## src/rtl/alu_pkg.sv

```systemverilog
// Shared definitions for the 8-bit ALU and its issue sequencer: opcodes,
// sequencer states and the buffered command record.
package alu_pkg;

   localparam int WIDTH = 8;

   typedef enum logic [3:0] {
      ADD  = 4'd0,
      SUB  = 4'd1,
      AND  = 4'd2,
      OR   = 4'd3,
      XOR  = 4'd4,
      NOTB = 4'd5,
      ANDN = 4'd6,
      ASR  = 4'd7,
      LSR  = 4'd8,
      LSL  = 4'd9
   } alu_op_e;

   localparam logic [3:0] OP_LAST = 4'b1001;

   typedef enum logic [1:0] {
      S_IDLE,
      S_DRIVE,
      S_CAPTURE,
      S_RESP
   } seq_state_e;

   typedef struct packed {
      logic [3:0]       op;
      logic             use_acc;
      logic [WIDTH-1:0] a;
      logic [WIDTH-1:0] b;
   } alu_cmd_t;

   function automatic logic op_is_legal(input logic [3:0] op);
      return op <= OP_LAST;
   endfunction

endpackage

```

## src/rtl/alu_cmd_fifo.sv

```systemverilog
// Small synchronous command buffer; pointers carry one extra wrap bit so
// full and empty are told apart without a separate counter.
module alu_cmd_fifo
   import alu_pkg::*;
#(
   parameter int DEPTH = 2
) (
   input  logic     clk,
   input  logic     rst,
   input  logic     push,
   input  logic     pop,
   input  alu_cmd_t wr_data,
   output alu_cmd_t rd_data,
   output logic     full,
   output logic     empty
);

   localparam int AW = $clog2(DEPTH);

   alu_cmd_t       mem [DEPTH];
   logic [AW:0]    wr_ptr;
   logic [AW:0]    rd_ptr;

   assign empty   = (wr_ptr == rd_ptr);
   assign full    = (wr_ptr[AW] != rd_ptr[AW]) && (wr_ptr[AW-1:0] == rd_ptr[AW-1:0]);
   assign rd_data = mem[rd_ptr[AW-1:0]];

   // Storage is not cleared on reset; only the pointers define what is valid.
   always_ff @(posedge clk) begin
      if (rst) begin
         wr_ptr <= '0;
         rd_ptr <= '0;
      end else begin
         if (push && !full) begin
            mem[wr_ptr[AW-1:0]] <= wr_data;
            wr_ptr              <= wr_ptr + (AW+1)'(1);
         end
         if (pop && !empty) begin
            rd_ptr <= rd_ptr + (AW+1)'(1);
         end
      end
   end

endmodule

```

## src/rtl/alu_op_sequencer.sv

```systemverilog
// Issue stage for the combinational ALU: buffers commands, drives registered
// operands, captures the result and returns it in order with an accumulator.
module alu_op_sequencer
   import alu_pkg::*;
#(
   parameter int WIDTH      = alu_pkg::WIDTH,
   parameter int FIFO_DEPTH = 2
) (
   input  logic             clk,
   input  logic             rst,
   input  logic             cmd_valid,
   output logic             cmd_ready,
   input  logic [3:0]       cmd_op,
   input  logic             cmd_use_acc,
   input  logic [WIDTH-1:0] cmd_a,
   input  logic [WIDTH-1:0] cmd_b,
   output logic [WIDTH-1:0] alu_a,
   output logic [WIDTH-1:0] alu_b,
   output logic [3:0]       alu_opcode,
   input  logic [WIDTH-1:0] alu_res,
   output logic             rsp_valid,
   input  logic             rsp_ready,
   output logic [WIDTH-1:0] rsp_data,
   output logic             rsp_zero,
   output logic             rsp_err,
   output logic [WIDTH-1:0] acc,
   output logic             busy
);

   seq_state_e state;
   seq_state_e state_nxt;
   alu_cmd_t   push_cmd;
   alu_cmd_t   head_cmd;
   alu_cmd_t   cur_cmd;
   logic       fifo_full;
   logic       fifo_empty;
   logic       push;
   logic       pop;

   assign push_cmd  = '{op: cmd_op, use_acc: cmd_use_acc, a: cmd_a, b: cmd_b};
   assign cmd_ready = !fifo_full;
   assign push      = cmd_valid && cmd_ready;
   assign rsp_valid = (state == S_RESP);
   assign busy      = (state != S_IDLE) || !fifo_empty;

   alu_cmd_fifo #(
      .DEPTH (FIFO_DEPTH)
   ) u_fifo (
      .clk     (clk),
      .rst     (rst),
      .push    (push),
      .pop     (pop),
      .wr_data (push_cmd),
      .rd_data (head_cmd),
      .full    (fifo_full),
      .empty   (fifo_empty)
   );

   always_ff @(posedge clk) begin
      if (rst) begin
         state <= S_IDLE;
      end else begin
         state <= state_nxt;
      end
   end

   // A response handshake can pop the next command directly, skipping IDLE.
   always_comb begin
      state_nxt = state;
      pop       = 1'b0;
      case (state)
         S_IDLE: begin
            if (!fifo_empty) begin
               pop       = 1'b1;
               state_nxt = S_DRIVE;
            end
         end
         S_DRIVE:   state_nxt = S_CAPTURE;
         S_CAPTURE: state_nxt = S_RESP;
         S_RESP: begin
            if (rsp_ready) begin
               if (!fifo_empty) begin
                  pop       = 1'b1;
                  state_nxt = S_DRIVE;
               end else begin
                  state_nxt = S_IDLE;
               end
            end
         end
         default:   state_nxt = S_IDLE;
      endcase
   end

   // Operand a is chosen in DRIVE so a chained command sees the result of the
   // command issued just before it, not the accumulator at push time.
   always_ff @(posedge clk) begin
      if (rst) begin
         cur_cmd    <= '0;
         alu_a      <= '0;
         alu_b      <= '0;
         alu_opcode <= '0;
         rsp_data   <= '0;
         rsp_zero   <= 1'b0;
         rsp_err    <= 1'b0;
         acc        <= '0;
      end else begin
         if (pop) begin
            cur_cmd <= head_cmd;
         end
         if (state == S_DRIVE) begin
            alu_a      <= cur_cmd.use_acc ? acc : cur_cmd.a;
            alu_b      <= cur_cmd.b;
            alu_opcode <= cur_cmd.op;
         end
         if (state == S_CAPTURE) begin
            if (op_is_legal(alu_opcode)) begin
               rsp_data <= alu_res;
               rsp_zero <= (alu_res == '0);
               rsp_err  <= 1'b0;
               acc      <= alu_res;
            end else begin
               rsp_data <= '1;
               rsp_zero <= 1'b0;
               rsp_err  <= 1'b1;
            end
         end
      end
   end

endmodule

```

## config.mk

```make
export PLATFORM = sky130hd
export DESIGN_NAME = alu_op_sequencer
export DESIGN_NICKNAME = d
export VERILOG_FILES = /design/src/rtl/alu_pkg.sv /design/src/rtl/alu_cmd_fifo.sv /design/src/rtl/alu_op_sequencer.sv
export SDC_FILE = /design/constraint.sdc
export NUM_CORES = 1
export LEC_CHECK = 0
export CAP_MARGIN = 20
export CORE_MARGIN = 1.5
export CORE_UTILIZATION = 35
export CTS_CLUSTER_SIZE = 8
export DETAILED_ROUTE_END_ITERATION = 16
export PLACE_DENSITY_LB_ADDON = 0.2
export SKIP_CTS_REPAIR_TIMING = 1
export SLEW_MARGIN = 20
export SYNTH_ARGS = -nofsm -noshare
export SYNTH_HDL_FRONTEND = slang
export SYNTH_SLANG_ARGS = --single-unit
```

## constraint.sdc

```tcl
create_clock -name clk -period 9.4 [get_ports clk]
set_input_delay 2.35 -clock clk [delete_from_list [all_inputs] [get_ports clk]]
set_output_delay 2.35 -clock clk [all_outputs]
set_load 0.01 [all_outputs]
```

==> metrics.txt, run 1 <==
status=finished, final reports clean; crit path DAT=about 2.1 ns; RSZ-0062 raised after global routing=false; multiplexer area fraction after synthesis=0.102; root buffer cell=clkbuf_16; share of cells above drive strength 1=0.113; fin crit share=0.472; CP Capture Type=output pin; Util after Layout=0.462; Worst Setup Path Type=flop to output pin; Worst Setup SP=u_fifo.rd_ptr[0]$_SDFFE_PP0P_; maximum VDD drop=0.110 mV; final hold vios=0; routability cong.=approximately 0.7; Slew Limit Fails=0; Seq cells post-synth=107; min cycle time layout=4.44 ns; Synth Instances=about 340; Initial Util=0.360; Place WS=5.30 ns; number of max-cap violations=0; I/O Pins=74; Core Box Area=0.0115 sq mm; Synth Area in XOR/XNOR=0.0191; post-placement cell count=535; TritonCTS Buffers=9; Residual DRC=0; min-delay src=acc[4]$_SDFFE_PP0P_; main combinational cell family by area after synthesis=compound AO/OA/AOI/OAI gates; Antenna Cells=0; die area=0.0125 sq mm; IO buf count=73; Total GRT Usage=0.136; gr ovfl total=0; Clk pin slew, worst setup/hold paths=0.07 ns; leading area contributor after synthesis=dfxtp_1; Die W=around 110 microns; Initial DRC Count=slightly above 90; first-pass GRT wire length=13,400 microns; final wirelength=~8000 microns; WL/cell=approximately 15 microns; Post-synth EDFFs=between 40 and 50; Synth Area in Simple Gates=0.101; Vias/cell=just under 5; ys flop type=dfxtp_1; mean area per synthesized cell=12.3 sq um; Post-Synth Adder-Cell Area=0.0152; initial antenna violation count=0; CTS H-Tree Depth=3; commonest non-fill, non-tap cell in the layout=clkdlybuf4s50_1; CTS tree=yes; Rows=39; P&R area growth vs syn=28.3%; placed wire-length estimate=roughly 5200 microns; Fin Setup TNS=0 ns; Antenna Violating Nets Remaining=0; die height=112 microns; cell area after synthesis=0.00413 sq mm; sequential-to-total area share from yosys stat=0.621; top cells by area, synth=dfxtp_1 (32%), edfxtp_1 (31%), mux2i_1 (10%); crit start category=flop; clock latency at the later pin of the worst-skew pair=0.34 ns; Async SR Flop Fraction=0; Slew @ Worst Pin=0.883 ns; vias in the first global route=2,598; # setup viols final=0; Setup Skew=0.00999 ns; RR Startpoint=state[0]$_SDFFE_PP0P_; Netlist cell types=35; nets=441; Yosys top cell area share=0.315; Synth Area in Compound Gates=0.111; most frequent cells in the layout=clkdlybuf4s50_1 (72), nor2_1 (64), dfxtp_1 (64); pwr/cell area=283 mW/mm^2; Initial DRT Pass Iterations=5; Mapped Nets=375; CTS Buffer Depth=2; Non-Filler Instances=551; DR vias=2,679; Power, Total=1500 uW; CTS sink count=107; largest net degree at the start of global routing=69; Leak=between 0.0015 and 0.002 uW; Max-slew headroom=0.412; Syn. warnings=0; Fmax=between 200 and 250 MHz; final setup margin=4.96 ns; Worst Path Max Fanout=26; Hold/Removal Path Class=flop to flop; Required @ worst endpoint=7.05 ns
-- area by class of cell --
type                    instances  area [sq um]
repair buffers                 78           763
well taps                     143           179
flip-flops and latches        107          2560
fillers                      1041          6170
clock inverters                 5           103
inverters                       3          11.3
multi-input cells             204          1450
clock buffers                  11           233
-- sequential cells by signal (all words and copies together) (netlist names), 4 cells and up --
name,flops
alu_a,8
u_fifo.mem,42
alu_b,8
acc,8
cur_cmd,21
alu_opcode,4
rsp_data,8
-- logic make-up (layout without fill, tap and decap cells) --
group,after synthesis,in the layout
mux,42,42
buf+inv,26,97
xor+xnor,6,6
compound gates,51,51
simple gates,100,100
flops,107,107
fa+ha+maj,5,5
-- report_power, final --
group / switching, uW / internal, uW
Clock: 160 / 260
Sequential: 66.2 / 570
Combinational: 226 / 220
-- cell usage after synthesis, types with 3 or more instances --
cell type and count:
nor3_1 10, edfxtp_1 42, inv_1 3, dfxtp_1 65
nand2_1 11, ha_1 5, nand3_1 9, a21oi_1 12
clkbuf_1 13, a211oi_1 13, a211oi_2 17, buf_4 4
xor2_1 3, mux2i_1 42, nor2_1 64
-- per-layer routing --
| layer | vias to the layer above | track usage | wire length [microns] |
|---|---|---|---|
| met5 | - | 0 | 0 |
| met4 | 0 | 0.0489 | 107 |
| met3 | 9 | 0.0278 | 358 |
| met2 | 73 | 0.210 | 3680 |
| met1 | 1264 | 0.189 | 4070 |
| li1 | 1333 | - | - |
-- worst max-delay path, cell delays in order (launching register included) --
cell	delay, ns
dfxtp_2	0.91
xnor2_4	0.18
nand3_1	0.13
clkdlybuf4s50_1	0.53
-- through the flow --
stage	cell area (sq um)	hold WS (ns)
final	5300	0.477
after global routing	5300	0.504
after CTS	5300	0.476
after detailed placement	4960	0.467
after global placement	4960	0.460
after floorplan	4130	0.465
-- final timing paths --
| path | to | slack, ns | cells past startpoint |
|---|---|---|---|
| worst max-delay path | busy | 4.96 | 3 |
| worst min-delay path | acc[4]$_SDFFE_PP0P_ | 0.48 | 2 |
| worst max register to register | rsp_zero$_SDFFE_PP0P_ | 7.05 | 5 |
| worst min register to register | acc[4]$_SDFFE_PP0P_ | 0.48 | 2 |
(Power assumes the default switching activity.)
==> run 2, diff against run 1 <==
==> constraint.sdc (replaced) <==
create_clock -name clk -period 4.3 [get_ports clk]
set_input_delay 1.075 -clock clk [delete_from_list [all_inputs] [get_ports clk]]
set_output_delay 1.075 -clock clk [all_outputs]
set_load 0.01 [all_outputs]
==> run 2 against run 1 <==
  * Register-to-register slack lost 5.1 ns
  * Combinational power up 130%
  * Design area increased by 0.31%
  * Sequential power grew 120%
  * Die area stayed put
  * Final cell count grew 0.18%
  * Via count shrank 0.15%
  * Non-clock buffer count up 1
  * Routed wire length is 3.3% higher
  * First-iteration DRC count is 40% higher
  * Critical endpoint is now cmd_ready
  * Largest cell class unchanged
  * Largest power group unchanged
  * Highest routed layer unchanged
==> metrics.txt, run 2 (synthesized netlist as in run 1, its figures left out) <==
first-pass GRT wire length=14,000 microns; # setup viols final=0; CTS H-Tree Depth=3; Max-slew headroom=0.543; share of cells above drive strength 1=0.120; max reg flops=42; Worst Path Max Fanout=8; hold path depth=2; WL/cell=15.4 microns; Vias/cell=4.85; number of max-cap violations=0; Reg2Reg Depth=5; status=finished, final reports clean; die area=0.0125 sq mm; CTS Buffer Depth=2; Residual DRC=0; Worst Path Buf+Inv=1; min cycle time layout=~2.8 ns; Initial DRC Count=around 130; reg2reg setup slack=1.99 ns; TritonCTS Buffers=9; Worst Setup Path Type=flop to output pin; Fin Setup TNS=0 ns; die height=112 microns; Setup Skew=0.00717 ns; crit path DAT=1.77 ns; pwr/cell area=620 mW/mm^2; Initial Util=0.360; Levels on crit path=3; min-delay src=rsp_data[2]$_SDFFE_PP0P_; CP Capture Type=output pin; Util after Layout=0.464; DR vias=2,675; Core Box Area=approximately 0.011 sq mm; final hold vios=0; crit-path max cell delay=0.53 ns; fin crit share=0.661; Required @ worst endpoint=3.22 ns; Die W=112 microns; initial antenna violation count=0; routability cong.=0.720; Slew @ Worst Pin=just under 0.7 ns; Antenna Cells=0; RSZ-0062 raised after global routing=false; nets=442; gr ovfl total=0; I/O Pins=74; Antenna Violating Nets Remaining=0; most frequent cells in the layout=clkdlybuf4s50_1 (72), nor2_1 (64), dfxtp_1 (64); Leak=0.00179 uW; Hold/Removal Path Class=flop to flop; Fmax=roughly 350 MHz; Clk pin slew, worst setup/hold paths=about 0.07 ns; IO buf count=73; crit start category=flop; Design Area, Final=around 0.0053 sq mm; Rows=39; largest net degree at the start of global routing=55; Total GRT Usage=0.142; placed wire-length estimate=roughly 5500 microns; final wirelength=8480 microns; P&R area growth vs syn=28.7%; worst-path cell chain=xnor2_2 > nand2b_1 > clkdlybuf4s50_1; R2R Path End=rsp_zero$_SDFFE_PP0P_; Slew Limit Fails=0; Worst path slowest cell=clkdlybuf4s50_1; RR Startpoint=state[0]$_SDFFE_PP0P_; fillers=1,048; maximum VDD drop=0.449 mV; clock latency at the later pin of the worst-skew pair=0.34 ns; critical path's top delay family=buffers and inverters; commonest non-fill, non-tap cell in the layout=clkdlybuf4s50_1; root buffer cell=clkbuf_16; CTS sink count=107; Min-Delay Endpoint=rsp_data[2]$_SDFFE_PP0P_; vias in the first global route=2,747; dpl cell area=0.00497 sq mm; Initial DRT Pass Iterations=4; CTS tree=yes
run 2: cell types whose count changed in the layout (fill, tap and decap cells not counted):
cell / before / now
clkinv_2: 1 / 0
buf_4: 5 / 6
inv_6: 0 / 1
clkinv_4: 0 / 2
bufinv_16: 3 / 2
clkbuf_1: 2 / 0
clkbuf_16: 9 / 10
run 2: cell type report:
type	count	area, sq um	share of cell area
tap	143	179	0.0337
multi-input combinational	204	1450	0.272
clock buffer	10	250	0.0471
inverter	3	11.3	0.00212
timing repair buffer	79	771	0.145
clock inverter	6	93.8	0.0177
sequential	107	2560	0.482
run 2: through the flow:
step | hold WS [ns] | std cells | setup slack [ns] | total power [uW]
2_1_floorplan | 0.465 | 337 | 0.717 | 2060
3_3_place_gp | 0.457 | 536 | 1.51 | 2390
3_5_place_dp | 0.466 | 536 | 1.48 | 2410
4_1_cts | 0.479 | 552 | 1.43 | 3340
5_1_grt | 0.508 | 552 | 1.39 | 3480
6_report | 0.476 | 552 | 1.46 | 3290
run 2: per-layer routing:
layer  global-route usage  wire [microns]
met3               0.0332             333
met4               0.0456             112
met2                0.225            3870
met5                    0               0
met1                0.193            4170
run 2: tightest hold or removal path, delay by kind of cell (launching register included):
family,cells,cell delay [ns]
DFF,1,0.31
and+or+nand+nor,2,0.13
run 2: how the worst max path moves through the flow:
stage | start | endpoint | slack (ns)
floorplan | rst | u_fifo.mem[0][0]$_DFFE_PP_ | 0.72
global placement | rsp_ready | u_fifo.rd_ptr[1]$_SDFFE_PP0P_ | 1.51
detailed placement | rsp_ready | cur_cmd[6]$_SDFFE_PP0P_ | 1.48
CTS | u_fifo.wr_ptr[1]$_SDFFE_PP0P_ | cmd_ready | 1.43
global route | u_fifo.wr_ptr[1]$_SDFFE_PP0P_ | cmd_ready | 1.39
finish | u_fifo.wr_ptr[1]$_SDFFE_PP0P_ | cmd_ready | 1.46
run 2: where the power goes:
group          internal, uW  switching (uW)
sequential             1250             122
clock                   550             366
combinational           481             528
total                  2280            1020
==> run 3, diff against run 2 <==
==> constraint.sdc (replaced) <==
create_clock -name clk -period 2.3 [get_ports clk]
set_input_delay 0.575 -clock clk [delete_from_list [all_inputs] [get_ports clk]]
set_output_delay 0.575 -clock clk [all_outputs]
set_load 0.01 [all_outputs]
==> run 3 against run 2 <==
  * Non-clock buffer count grew 3
  * Register-to-register slack lost 1.5 ns
  * Final cell count grew 0.54%
  * Worst hold slack gained 0.0036 ns
  * Largest cell class unchanged
  * Highest routed layer unchanged
==> metrics.txt, run 3 (synthesized netlist as in run 1, its figures left out) <==
final hold vios=0; reg2reg setup slack=~0.54 ns; area of the multi-input gates=0.00147 sq mm; initial antenna violation count=0; Antenna Violating Nets Remaining=0; status=finished, final reports clean; Fmax=452 MHz; Reg2Reg Depth=4; commonest non-fill, non-tap cell in the layout=clkdlybuf4s50_1; CTS Buffer Depth=2; IO buf count=73; placed wire-length estimate=5270 microns; Initial DRC Count=155; Slew Limit Fails=0; Antenna Cells=0; crit-path max cell delay=roughly 0.53 ns; hold path depth=2; Initial DRT Pass Iterations=4; FF/Latch Area=0.00257 sq mm; first-pass GRT wire length=13,200 microns; TritonCTS Buffers=9; Required @ worst endpoint=between 1.5 and 2 ns; final wirelength=8150 microns; maximum VDD drop=around 0.66 mV; met2 Resource Use GR=0.212; crit start category=flop; die area=0.0125 sq mm; P&R area growth vs syn=30.3%; Leak=0.00180 uW; GRT busiest layer=met2; max reg flops=42; RR Startpoint=u_fifo.wr_ptr[1]$_SDFFE_PP0P_; gr ovfl total=0; Min-Delay Endpoint=rsp_data[6]$_SDFFE_PP0P_; min-delay src=rsp_data[6]$_SDFFE_PP0P_; Util after Layout=0.469; min cycle time layout=2.21 ns; Worst path slowest cell=clkdlybuf4s50_1; R2R Path End=u_fifo.mem[1][19]$_DFFE_PP_; Die W=roughly 110 microns; CTS sink count=107; WL/cell=14.7 microns; Max-slew headroom=0.496; vias in the first global route=2,519; met3 GRT Util=0.0354; Hold/Removal Path Class=flop to flop; CTS tree=yes; # setup viols final=0; DR vias=2,668; crit path DAT=1.64 ns; routability cong.=0.731; fillers=1,028; die height=112 microns; I/O Pins=74; dpl cell area=0.00504 sq mm; met1 Track Usage GR=0.182; CP Capture Type=output pin; Core Box Area=0.0115 sq mm; Slew @ Worst Pin=between 0.7 and 0.8 ns; RSZ-0062 raised after global routing=false; share of cells above drive strength 1=0.133; Initial Util=0.360; Power, Total=6120 uW; pwr/cell area=between 1000 and 1500 mW/mm^2; Total GRT Usage=0.135; Clk pin slew, worst setup/hold paths=about 0.07 ns; Worst Path Max Fanout=8; most frequent cells in the layout=clkdlybuf4s50_1 (72), nor2_1 (64), dfxtp_1 (61); CTS H-Tree Depth=3; Design Area, Final=0.00538 sq mm; number of max-cap violations=0; Residual DRC=0; Setup Skew=0.00777 ns; Rows=39; clock latency at the later pin of the worst-skew pair=around 0.34 ns; largest net degree at the start of global routing=46; Vias/cell=4.81; root buffer cell=clkbuf_16; fin crit share=0.962; nets=445; Worst Setup Path Type=flop to output pin; worst-path cell chain=xnor2_4 > nand2b_1 > clkdlybuf4s50_1
run 3: metrics by stage:
stage | hold WS [ns] | cells | TNS, ns | setup slack, ns
after detailed placement | 0.472 | 539 | 0 | 0.147
after global routing | 0.507 | 555 | 0 | 0.0105
final | 0.479 | 555 | 0 | 0.0884
after global placement | 0.468 | 539 | 0 | 0.153
after floorplan | 0.465 | 337 | 0 | 0.00473
after CTS | 0.485 | 555 | -0.0773 | -0.0485
run 3: cell type report:
| class | instances | share of cell area |
|---|---|---|
| Tap cell | 143 | 0.0333 |
| Sequential cell | 107 | 0.477 |
| Clock buffer | 10 | 0.0426 |
| Timing Repair Buffer | 82 | 0.154 |
| Inverter | 3 | 0.00209 |
| Multi-Input combinational cell | 204 | 0.274 |
| Clock inverter | 6 | 0.0167 |
run 3: worst max path at each step:
stage	from	end	slack [ns]	depth (start not counted)
after floorplan	u_fifo.wr_ptr[1]$_SDFFE_PP0P_	u_fifo.mem[1][0]$_DFFE_PP_	0.005	3
after global placement	cmd_valid	u_fifo.mem[1][3]$_DFFE_PP_	0.15	4
after detailed placement	cmd_valid	u_fifo.mem[1][1]$_DFFE_PP_	0.15	4
after CTS	u_fifo.wr_ptr[1]$_SDFFE_PP0P_	cmd_ready	-0.05	3
after global routing	u_fifo.wr_ptr[1]$_SDFFE_PP0P_	cmd_ready	0.01	3
final	u_fifo.wr_ptr[1]$_SDFFE_PP0P_	cmd_ready	0.09	3
run 3: power by group:
group / leakage (uW) / total, uW / internal (uW) / switching, uW
Clock: 0.000149 / 1620 / 957 / 659
Combinational: 0.000735 / 1950 / 960 / 989
Sequential: 0.000918 / 2560 / 2330 / 227
Total: 0.00180 / 6120 / 4250 / 1870
run 3: routing by layer:
| metal | part of all wire | up-vias | wire length, microns |
|---|---|---|---|
| li1 | - | 1342 | - |
| met1 | 0.49 | 1245 | 4020 |
| met2 | 0.45 | 76 | 3650 |
| met3 | 0.050 | 5 | 407 |
| met4 | 0.0080 | 0 | 65 |
| met5 | 0 | - | 0 |
run 3: worst max-delay path, delay by kind of cell (launching register included):
family                 cells  cell delay [ns]
AND/OR/NAND/NOR            1             0.14
flip-flops                 1             0.37
XOR/XNOR                   1             0.27
buffers and inverters      1             0.53
